$ cat config.mk
export PLATFORM = sky130hd
export DESIGN_NAME = memory_access_stage
export DESIGN_NICKNAME = d
export VERILOG_FILES = /design/src/rtl/memory_access_stage_pkg.sv /design/src/rtl/memory_access_stage_alu_ctrl_decode.sv /design/src/rtl/memory_access_stage.sv
export SDC_FILE = /design/constraint.sdc
export NUM_CORES = 2
export LEC_CHECK = 0
export ABC_AREA = 0
export CORE_ASPECT_RATIO = 1.75
export CORE_UTILIZATION = 60
export CTS_BUF_LIST = sky130_fd_sc_hd__clkbuf_8
export DETAILED_ROUTE_END_ITERATION = 8
export GPL_TIMING_DRIVEN = 1
export PLACE_DENSITY = 0.8
export SLEW_MARGIN = 20
export SYNTH_ARGS = -nofsm -noshare
export SYNTH_HDL_FRONTEND = slang
export SYNTH_HIERARCHICAL = 1
export SYNTH_SLANG_ARGS = --single-unit
$ cat constraint.sdc
create_clock -name clk -period 3.55 [get_ports clk]
set_input_delay 0.355 -clock clk [delete_from_list [all_inputs] [get_ports clk]]
set_output_delay 0.355 -clock clk [all_outputs]
set_load 0.02 [all_outputs]
$ cat src/rtl/memory_access_stage_pkg.sv
// memory_access_stage_pkg: ALU control codes, opcodes and memory geometry for the memory access stage.
package memory_access_stage_pkg;
   localparam logic [3:0] ALU_AND     = 4'b0000;
   localparam logic [3:0] ALU_ORR     = 4'b0001;
   localparam logic [3:0] ALU_ADD     = 4'b0010;
   localparam logic [3:0] ALU_SUB     = 4'b0110;
   localparam logic [3:0] ALU_PASSB   = 4'b0111;
   localparam logic [3:0] ALU_NOR     = 4'b1100;
   localparam logic [3:0] ALU_INVALID = 4'b1111;

   typedef enum logic [1:0] {
      ALUOP_LDST = 2'b00,
      ALUOP_CB   = 2'b01,
      ALUOP_R    = 2'b10,
      ALUOP_I    = 2'b11
   } aluop_e;

   localparam logic [10:0] OP_ADD = 11'b10001011000;
   localparam logic [10:0] OP_SUB = 11'b11001011000;
   localparam logic [10:0] OP_AND = 11'b10001010000;
   localparam logic [10:0] OP_ORR = 11'b10101010000;

   // Immediate forms carry an immediate bit in op[0], so only op[10:1] is matched.
   localparam logic [9:0] OPI_ADDI = 10'b1001000100;
   localparam logic [9:0] OPI_SUBI = 10'b1101000100;
   localparam logic [9:0] OPI_ANDI = 10'b1001001000;
   localparam logic [9:0] OPI_ORRI = 10'b1011001000;

   localparam int MEM_DEPTH = 32;
   localparam int IDX_W     = 5;
endpackage

$ cat src/rtl/memory_access_stage_alu_ctrl_decode.sv
// alu_ctrl_decode: combinational ALU operation decode from ALUOp class and instruction opcode.
module alu_ctrl_decode
   import memory_access_stage_pkg::*;
(
   input  logic [10:0] i_op,
   input  logic [1:0]  i_alu_op,
   output logic [3:0]  o_alu_inst
);
   logic [3:0] w_r_inst;
   logic [3:0] w_i_inst;
   always_comb begin
      w_r_inst = (i_op == OP_ADD) ? ALU_ADD :
                 (i_op == OP_SUB) ? ALU_SUB :
                 (i_op == OP_AND) ? ALU_AND :
                 (i_op == OP_ORR) ? ALU_ORR : ALU_INVALID;
      w_i_inst = (i_op[10:1] == OPI_ADDI) ? ALU_ADD :
                 (i_op[10:1] == OPI_SUBI) ? ALU_SUB :
                 (i_op[10:1] == OPI_ANDI) ? ALU_AND :
                 (i_op[10:1] == OPI_ORRI) ? ALU_ORR : ALU_INVALID;
      o_alu_inst = (i_alu_op == ALUOP_LDST) ? ALU_ADD   :
                   (i_alu_op == ALUOP_CB)   ? ALU_PASSB :
                   (i_alu_op == ALUOP_R)    ? w_r_inst  : w_i_inst;
   end
endmodule

$ cat src/rtl/memory_access_stage.sv
// memory_access_stage: data memory, branch resolution and MEM/WB registers of a pipelined core.
// Define MEMACC_TRACE_EN to print a simulation message for every memory write and read.
module memory_access_stage
   import memory_access_stage_pkg::*;
(
   input  logic        clk,
   input  logic        reset,
   input  logic [31:0] Instruction,
   input  logic [63:0] BranchAddress,
   input  logic [63:0] Results,
   input  logic [63:0] Data2,
   input  logic        zero,
   input  logic        B,
   input  logic        BZ,
   input  logic        BNZ,
   input  logic        MemRead,
   input  logic        MemWrite,
   input  logic        MemtoReg,
   input  logic        RegWrite,
   input  logic [1:0]  ALUOp,
   output logic [3:0]  ALUInst,
   output logic [63:0] oldBranchAddress,
   output logic        PCSrc,
   output logic        oldRegWrite,
   output logic [63:0] Data2Write,
   output logic [4:0]  Reg2Write
);
   logic [63:0]      r_mem [MEM_DEPTH];
   logic [IDX_W-1:0] w_idx;
   logic             w_unused;

   // Doubleword-addressed: byte offset and upper address bits are dropped, so addresses wrap at 256.
   assign w_idx    = Results[7:3];
   assign w_unused = ^{Results[63:8], Results[2:0], Instruction[20:5]};

   alu_ctrl_decode u_alu_ctrl_decode (
      .i_op       (Instruction[31:21]),
      .i_alu_op   (ALUOp),
      .o_alu_inst (ALUInst)
   );

   always_ff @(posedge clk) begin
      if (reset) begin
         for (int i = 0; i < MEM_DEPTH; i++) r_mem[i] <= '0;
         oldBranchAddress <= '0;
         PCSrc            <= 1'b0;
         oldRegWrite      <= 1'b0;
         Data2Write       <= '0;
         Reg2Write        <= '0;
      end else begin
         if (MemWrite) r_mem[w_idx] <= Data2;
         oldBranchAddress <= BranchAddress;
         PCSrc            <= B | (BZ & zero) | (BNZ & ~zero);
         oldRegWrite      <= RegWrite;
         Reg2Write        <= Instruction[4:0];
         Data2Write       <= (MemtoReg & MemRead) ? r_mem[w_idx] : Results;
`ifdef MEMACC_TRACE_EN
         if (MemWrite) $display("memacc: write idx=%0d data=%h", w_idx, Data2);
         if (MemRead) $display("memacc: read idx=%0d data=%h", w_idx, r_mem[w_idx]);
`endif
      end
   end
endmodule

* Yosys cells after proc, flatten, opt, wreduce, memory -nomap -nowiden
Memory sizes are Yosys's and may differ from the RTL's. Index checks and enable logic that the tools add are counted.
Word-level totals: input port bits 236, memories kept 1, register bits 135, bits in read-only memories 0, memory bits (writable) 2048, word-level logic and storage cells 44, latch bits 0
Cells by class: div/mod/pow operators 0, eq/ne operators 10, $mul 0, add/sub/neg operators 0, bitwise operators 6, muxes and demuxes 20, shifts and indexed selects 0, magnitude comparators 0, reduce and logical (&&, ||, !) cells 2
Memory list:
- r_mem | words 32, bits a word 64, read ports 1, clocked after memory_dff 0, write ports 32, line memory_access_stage.sv:28 | logic [63:0] r_mem [MEM_DEPTH];
Operator list (count):
- $mux 64 | 2
- $reduce_or 64->1 | 1
- $eq 11x11->1 const B | 4
- $mux 4 | 11
- $eq 10x10->1 const B | 4
- $mux 1 | 6
- $mux 5 | 1
- $and 1x1->1 | 3
- $eq 2x1->1 const B | 1
- $eq 2x2->1 const B | 1
- $logic_not 2->1 | 1
- $or 1x1->1 | 2
- $not 1->1 | 1

* Longest topological paths before layout
depth in word-level cells 8, gate-level depth with buffers 9, depth with buffers taken out 5

* Cells and area by module
The synthesis kept the hierarchy.
Modules (own cells, without submodules):
- memory_access_stage | area an instance 95826.9 um2, cells each 6223, times used 1, sequential area each 64201.6 um2
- alu_ctrl_decode | area an instance 214.0 um2, cells each 26, times used 1, sequential area each 0.0 um2

* Worst setup path before layout
Ideal clock, no wire load.
path type input port to flip-flop, start point input reset, end point memory r_mem[26][0], enable pin, required time 3.156 ns, data arrival time 2.310 ns, path buffers 3, cell stages on the path 7, path slack 0.845 ns, cell sequence buf_2 nand2b_1 or3b_1 buf_2 nor2_1 clkbuf_2 or2_2
RTL lines:
- start, declared | line memory_access_stage.sv:7 | input logic reset,
- end, declared | line memory_access_stage.sv:28

* Final worst setup path
start point input Instruction[25], end point output ALUInst[0]
On the way: word-level cells in the longest chain between the ends 7, elaborated cells on any way between the ends 15
Ends and longest elaborated chain:
- start, declared | line memory_access_stage.sv:8 | input logic [31:0] Instruction,
- $eq 11x11->1 / $eq 10x10->1 (equally long branches) | line memory_access_stage_alu_ctrl_decode.sv:14, memory_access_stage_alu_ctrl_decode.sv:18
- $mux 4 (on tied branches) | line memory_access_stage_alu_ctrl_decode.sv:14, memory_access_stage_alu_ctrl_decode.sv:18
- $mux 4 (on tied branches) | line memory_access_stage_alu_ctrl_decode.sv:13, memory_access_stage_alu_ctrl_decode.sv:17
- $mux 4 (on tied branches) | line memory_access_stage_alu_ctrl_decode.sv:12, memory_access_stage_alu_ctrl_decode.sv:16
- $mux 4 * | line memory_access_stage_alu_ctrl_decode.sv:22 | (i_alu_op == ALUOP_R) ? w_r_inst : w_i_inst;
- $mux 4 * | line memory_access_stage_alu_ctrl_decode.sv:21 | (i_alu_op == ALUOP_CB) ? ALU_PASSB :
- $mux 4 * | line memory_access_stage_alu_ctrl_decode.sv:20 | o_alu_inst = (i_alu_op == ALUOP_LDST) ? ALU_ADD :
- end, declared | line memory_access_stage.sv:21 | output logic [3:0] ALUInst,
Mark *: on every way between the ends. The rest lies on a longest branch, timed or not.

==> results.md <==
- The flow ran to the end, and the final reports show no timing, DRC or antenna violations.
- In this run the clock root is driven by a sky130_fd_sc_hd__clkbuf_8.
- In this run, synthesis inferred 2048 flip-flops with an integrated enable.
- In this run the vertical extent of the chip is 531 µm.
- The number of synthesized register bits is 2183.
- The pin count of the biggest net entering global routing is 152.
- The TritonCTS clock tree is built.
- Each instance of the synthesized netlist takes up on average 15.4 µm².
- At the pin with the least slew margin, the transition time is 1.14 ns.
- Buffers inserted during clock tree synthesis total 310.
- The share of the cycle needed by the critical path after routing is 80.3%.
- After clock tree synthesis, the clock-pin slew on the worst setup and hold paths is 0.06 ns.
- The async set or reset register ratio after synthesis is 0%.
- Per report_power, the combinational group accounts for 8.8% of the total.
- Fill cells in the final layout number 10004.
- The total number of vias is 61360.
- The kind of start point of the critical path is a primary input.
- The via count of the first global-routing pass is 61389.
- The power density relative to cell area is 488 mW/mm².
- In this run the remaining antenna-violating nets after routing total 0.
- For this run, design rule violations remaining after detail routing come to 0.
- The buffer count from post-CTS setup fixing is 0.
- The final RePlAce weighted congestion is 0.850.
- Per report_power, the sequential group accounts for 55.8% of the total.
- The quantity of I/O buffers inserted on ports is 358.
- The maximum clock path buffer count is 4.
- The number of antenna violations at the first check in global routing is 26.
- The worst setup path is captured at an output port.
- In the synthesized netlist the dominant register cell turns out to be sky130_fd_sc_hd__edfxtp_1.
- The routed design has 312 mm of wire.
- The total power is 53500 µW.
- The horizontal die dimension is 304 µm.
- The total global routing overflow is 0.
- Measured against its own limit, the worst slew margin works out to 23.8%.
- The critical path is of the primary input to output port type.
- Based on the critical path, the design can be clocked at up to 351 MHz.
- The setup skew after layout is 0.0486 ns.
- IR analysis of the VDD net gives a maximum drop of 348 µV.
- The wire-length estimate of the detail-placed layout is 169 mm.
- The highest net fanout along the worst path is 5.
- Setup repair after global routing left no endpoint under its margin.
- The final number of hold-violating endpoints was 0.
- The iteration-0 DRC count of the detailed router is 10346.
- The utilization after layout is 69.2%.
- For this run, the register share of the synthesized area comes to 66.8%.
- The internal portion of the total power is 40600 µW.
- The global routing usage summed across all routing layers is 38.4%.
- The via density per instance is 6.88.
- The path class of the tightest hold or removal check is primary input to register.
- The initial utilization of the core area, before any placement, comes to 60.6%.
- The leakage power of the design is 0.0389 µW.
- The sequential cells in the finished layout cover a total of 0.0642 mm².
- The Yosys warning count is 6.
- The area used by multi-input combinational logic is 0.0294 mm².
- The critical register-to-register path startpoint is r_mem[5][41].
- For this design the total switching power over the nets is 12900 µW.
- Of the cells placed in the final design, the portion with a size suffix greater than 1 is 16.6%.
- The source of the critical timing path is Instruction[25].
- The wire length per cell is 35.0 µm.
- Relative to the synthesized area, the layout overhead comes to 14.2%.
- CTS built an H-tree with a depth of 5.
- Synthesis produced a netlist whose cell count is 6249.
- The final layout net count is 6842.
- The max-capacitance violation count is 0.
- The total standard cell area after synthesis is 0.0960 mm².
- For the worst setup path, the data arrival time is 2.49 ns.
- The floorplan has 193 rows.
- After routing, the total negative slack on setup checks comes to 0 ns.
- The core area is 0.158 mm².
- The clock reaches the later pin of the worst-skew pair after 0.93 ns.
- The full die area is 0.162 mm².
- The required time of the worst setup path is 3.19 ns.
- The first-pass iteration count of the detailed router is 8.
- The final number of max-transition violations was 0.
- The clock power share is 35.4%.
- After synthesis, the netlist uses 57 different library cells.
- The number of primary I/O pins is 375.
- Clock tree synthesis found a total of 2183 sinks.
- Net switching is 24.1% of the power.
- In this run the most critical hold path is launched from BranchAddress[62].
- Setup violations remaining at the end of the flow were counted as 0.
- The smallest clock period supported by the final layout is computed as 2.85 ns.
- The first global-routing pass estimated 434 mm of wire.
- The number of nets handed over by synthesis was 6485.
-- critical path, cell delays in order --
cell and delay, ns:
sky130_fd_sc_hd__clkdlybuf4s50_1 0.54, sky130_fd_sc_hd__or3b_1 0.42, sky130_fd_sc_hd__a2111oi_1 0.48, sky130_fd_sc_hd__mux2i_1 0.13, sky130_fd_sc_hd__clkdlybuf4s50_1 0.56
-- flip-flops by register name, summed over array words and instances, names as in the netlist --
name / count
oldBranchAddress: 64
oldRegWrite: 1
PCSrc: 1
Data2Write: 64
r_mem: 2048
Reg2Write: 5
-- cells in the final DEF, fill, tap and decap left out, types with 13 or more instances in the layout --
cell                              instances
sky130_fd_sc_hd__a22oi_1                127
sky130_fd_sc_hd__a22o_1                  62
sky130_fd_sc_hd__clkinvlp_4              13
sky130_fd_sc_hd__dlygate4sd3_1           58
sky130_fd_sc_hd__buf_12                 127
sky130_fd_sc_hd__and2_1                2052
sky130_fd_sc_hd__nor2_4                  33
sky130_fd_sc_hd__edfxtp_1              2048
sky130_fd_sc_hd__mux2i_1                263
sky130_fd_sc_hd__nor2b_1                 76
sky130_fd_sc_hd__a311oi_1                18
sky130_fd_sc_hd__nor4_1                  64
sky130_fd_sc_hd__clkdlybuf4s50_1        351
sky130_fd_sc_hd__clkinv_1                52
sky130_fd_sc_hd__clkinv_2                31
sky130_fd_sc_hd__diode_2                 22
sky130_fd_sc_hd__or2_4                   32
sky130_fd_sc_hd__inv_1                  103
sky130_fd_sc_hd__nor2_1                  27
sky130_fd_sc_hd__buf_4                  141
sky130_fd_sc_hd__a31oi_1                 46
sky130_fd_sc_hd__o22ai_1                130
sky130_fd_sc_hd__clkbuf_8               336
sky130_fd_sc_hd__dfxtp_1                135
sky130_fd_sc_hd__mux4_2                 382
sky130_fd_sc_hd__o21bai_1                45
-- per-layer routing --
layer	global-route usage (%)	part of all wire, %	vias up
li1	-	-	23725
met2	61.7	47	5868
met1	45.0	30	30202
met5	0	0.040	-
met3	9.28	14	1549
met4	28.9	8.9	16
-- worst paths after layout --
kind | depth (start not counted) | slack, ns | endpoint
worst max-delay path | 5 | 0.70 | ALUInst[0]
worst min-delay path | 2 | 0.04 | oldBranchAddress[62]
worst max register to register | 4 | 1.09 | Data2Write[41]
worst min register to register | 3 | 0.75 | Data2Write[18]
-- power groups by stage --
stage / combinational, µW / sequential, µW / clock, µW
2_1_floorplan: 2300 / 30400 / 0
3_3_place_gp: 4470 / 30300 / 0
3_5_place_dp: 4530 / 30400 / 0
4_1_cts: 4600 / 29900 / 18900
5_1_grt: 4770 / 30000 / 19900
6_report: 4700 / 29900 / 18900
-- timing repair --
| action | in CTS | in global routing |
|---|---|---|
| resized for setup | 0 | 0 |
| endpoints found under the hold margin | 65 | 0 |
| hold buffers | 58 | 0 |
-- synth_stat cells (60+ instances only) --
| library cell | instances | area, µm² |
|---|---|---|
| sky130_fd_sc_hd__a22oi_1 | 127 | 953 |
| sky130_fd_sc_hd__o22ai_1 | 130 | 813 |
| sky130_fd_sc_hd__edfxtp_1 | 2048 | 61500 |
| sky130_fd_sc_hd__dfxtp_1 | 135 | 2700 |
| sky130_fd_sc_hd__mux4_2 | 382 | 8600 |
| sky130_fd_sc_hd__a22o_1 | 62 | 543 |
| sky130_fd_sc_hd__nor2_1 | 60 | 225 |
| sky130_fd_sc_hd__nor4_1 | 64 | 400 |
| sky130_fd_sc_hd__nor2b_1 | 78 | 488 |
| sky130_fd_sc_hd__clkbuf_1 | 454 | 1700 |
| sky130_fd_sc_hd__buf_2 | 93 | 465 |
| sky130_fd_sc_hd__mux2i_1 | 263 | 2630 |
| sky130_fd_sc_hd__and2_1 | 2055 | 12900 |
-- metrics by stage --
stage / cell area [µm²] / std cells / setup slack (ns) / hold slack [ns]
6_report: 110000 / 8914 / 0.701 / 0.0355
2_1_floorplan: 96000 / 6249 / 0.845 / 0.481
5_1_grt: 110000 / 8894 / 0.575 / 0.0187
3_5_place_dp: 103000 / 8283 / 0.341 / 0.734
4_1_cts: 110000 / 8892 / 0.675 / 0.00374
3_3_place_gp: 103000 / 8283 / 0.317 / 0.726
-- cells by family after synthesis --
kind of cell	count (synthesis)	synth area share, %
flops	2183	66.8
compound gates	439	3.32
simple gates	2342	15.1
buf+inv	639	2.98
mux	646	11.7
-- area by class of cell --
type,count,area share (%)
Timing Repair Buffer,683,7.07
Multi-Input combinational cell,3427,26.8
Tap cell,2047,2.34
Antenna cell,22,0.0502
Clock buffer,336,4.22
Sequential cell,2183,58.5
Clock inverter,215,1.04
Inverter,1,0.00342
No activity file was read; power rests on OpenSTA's default activity.
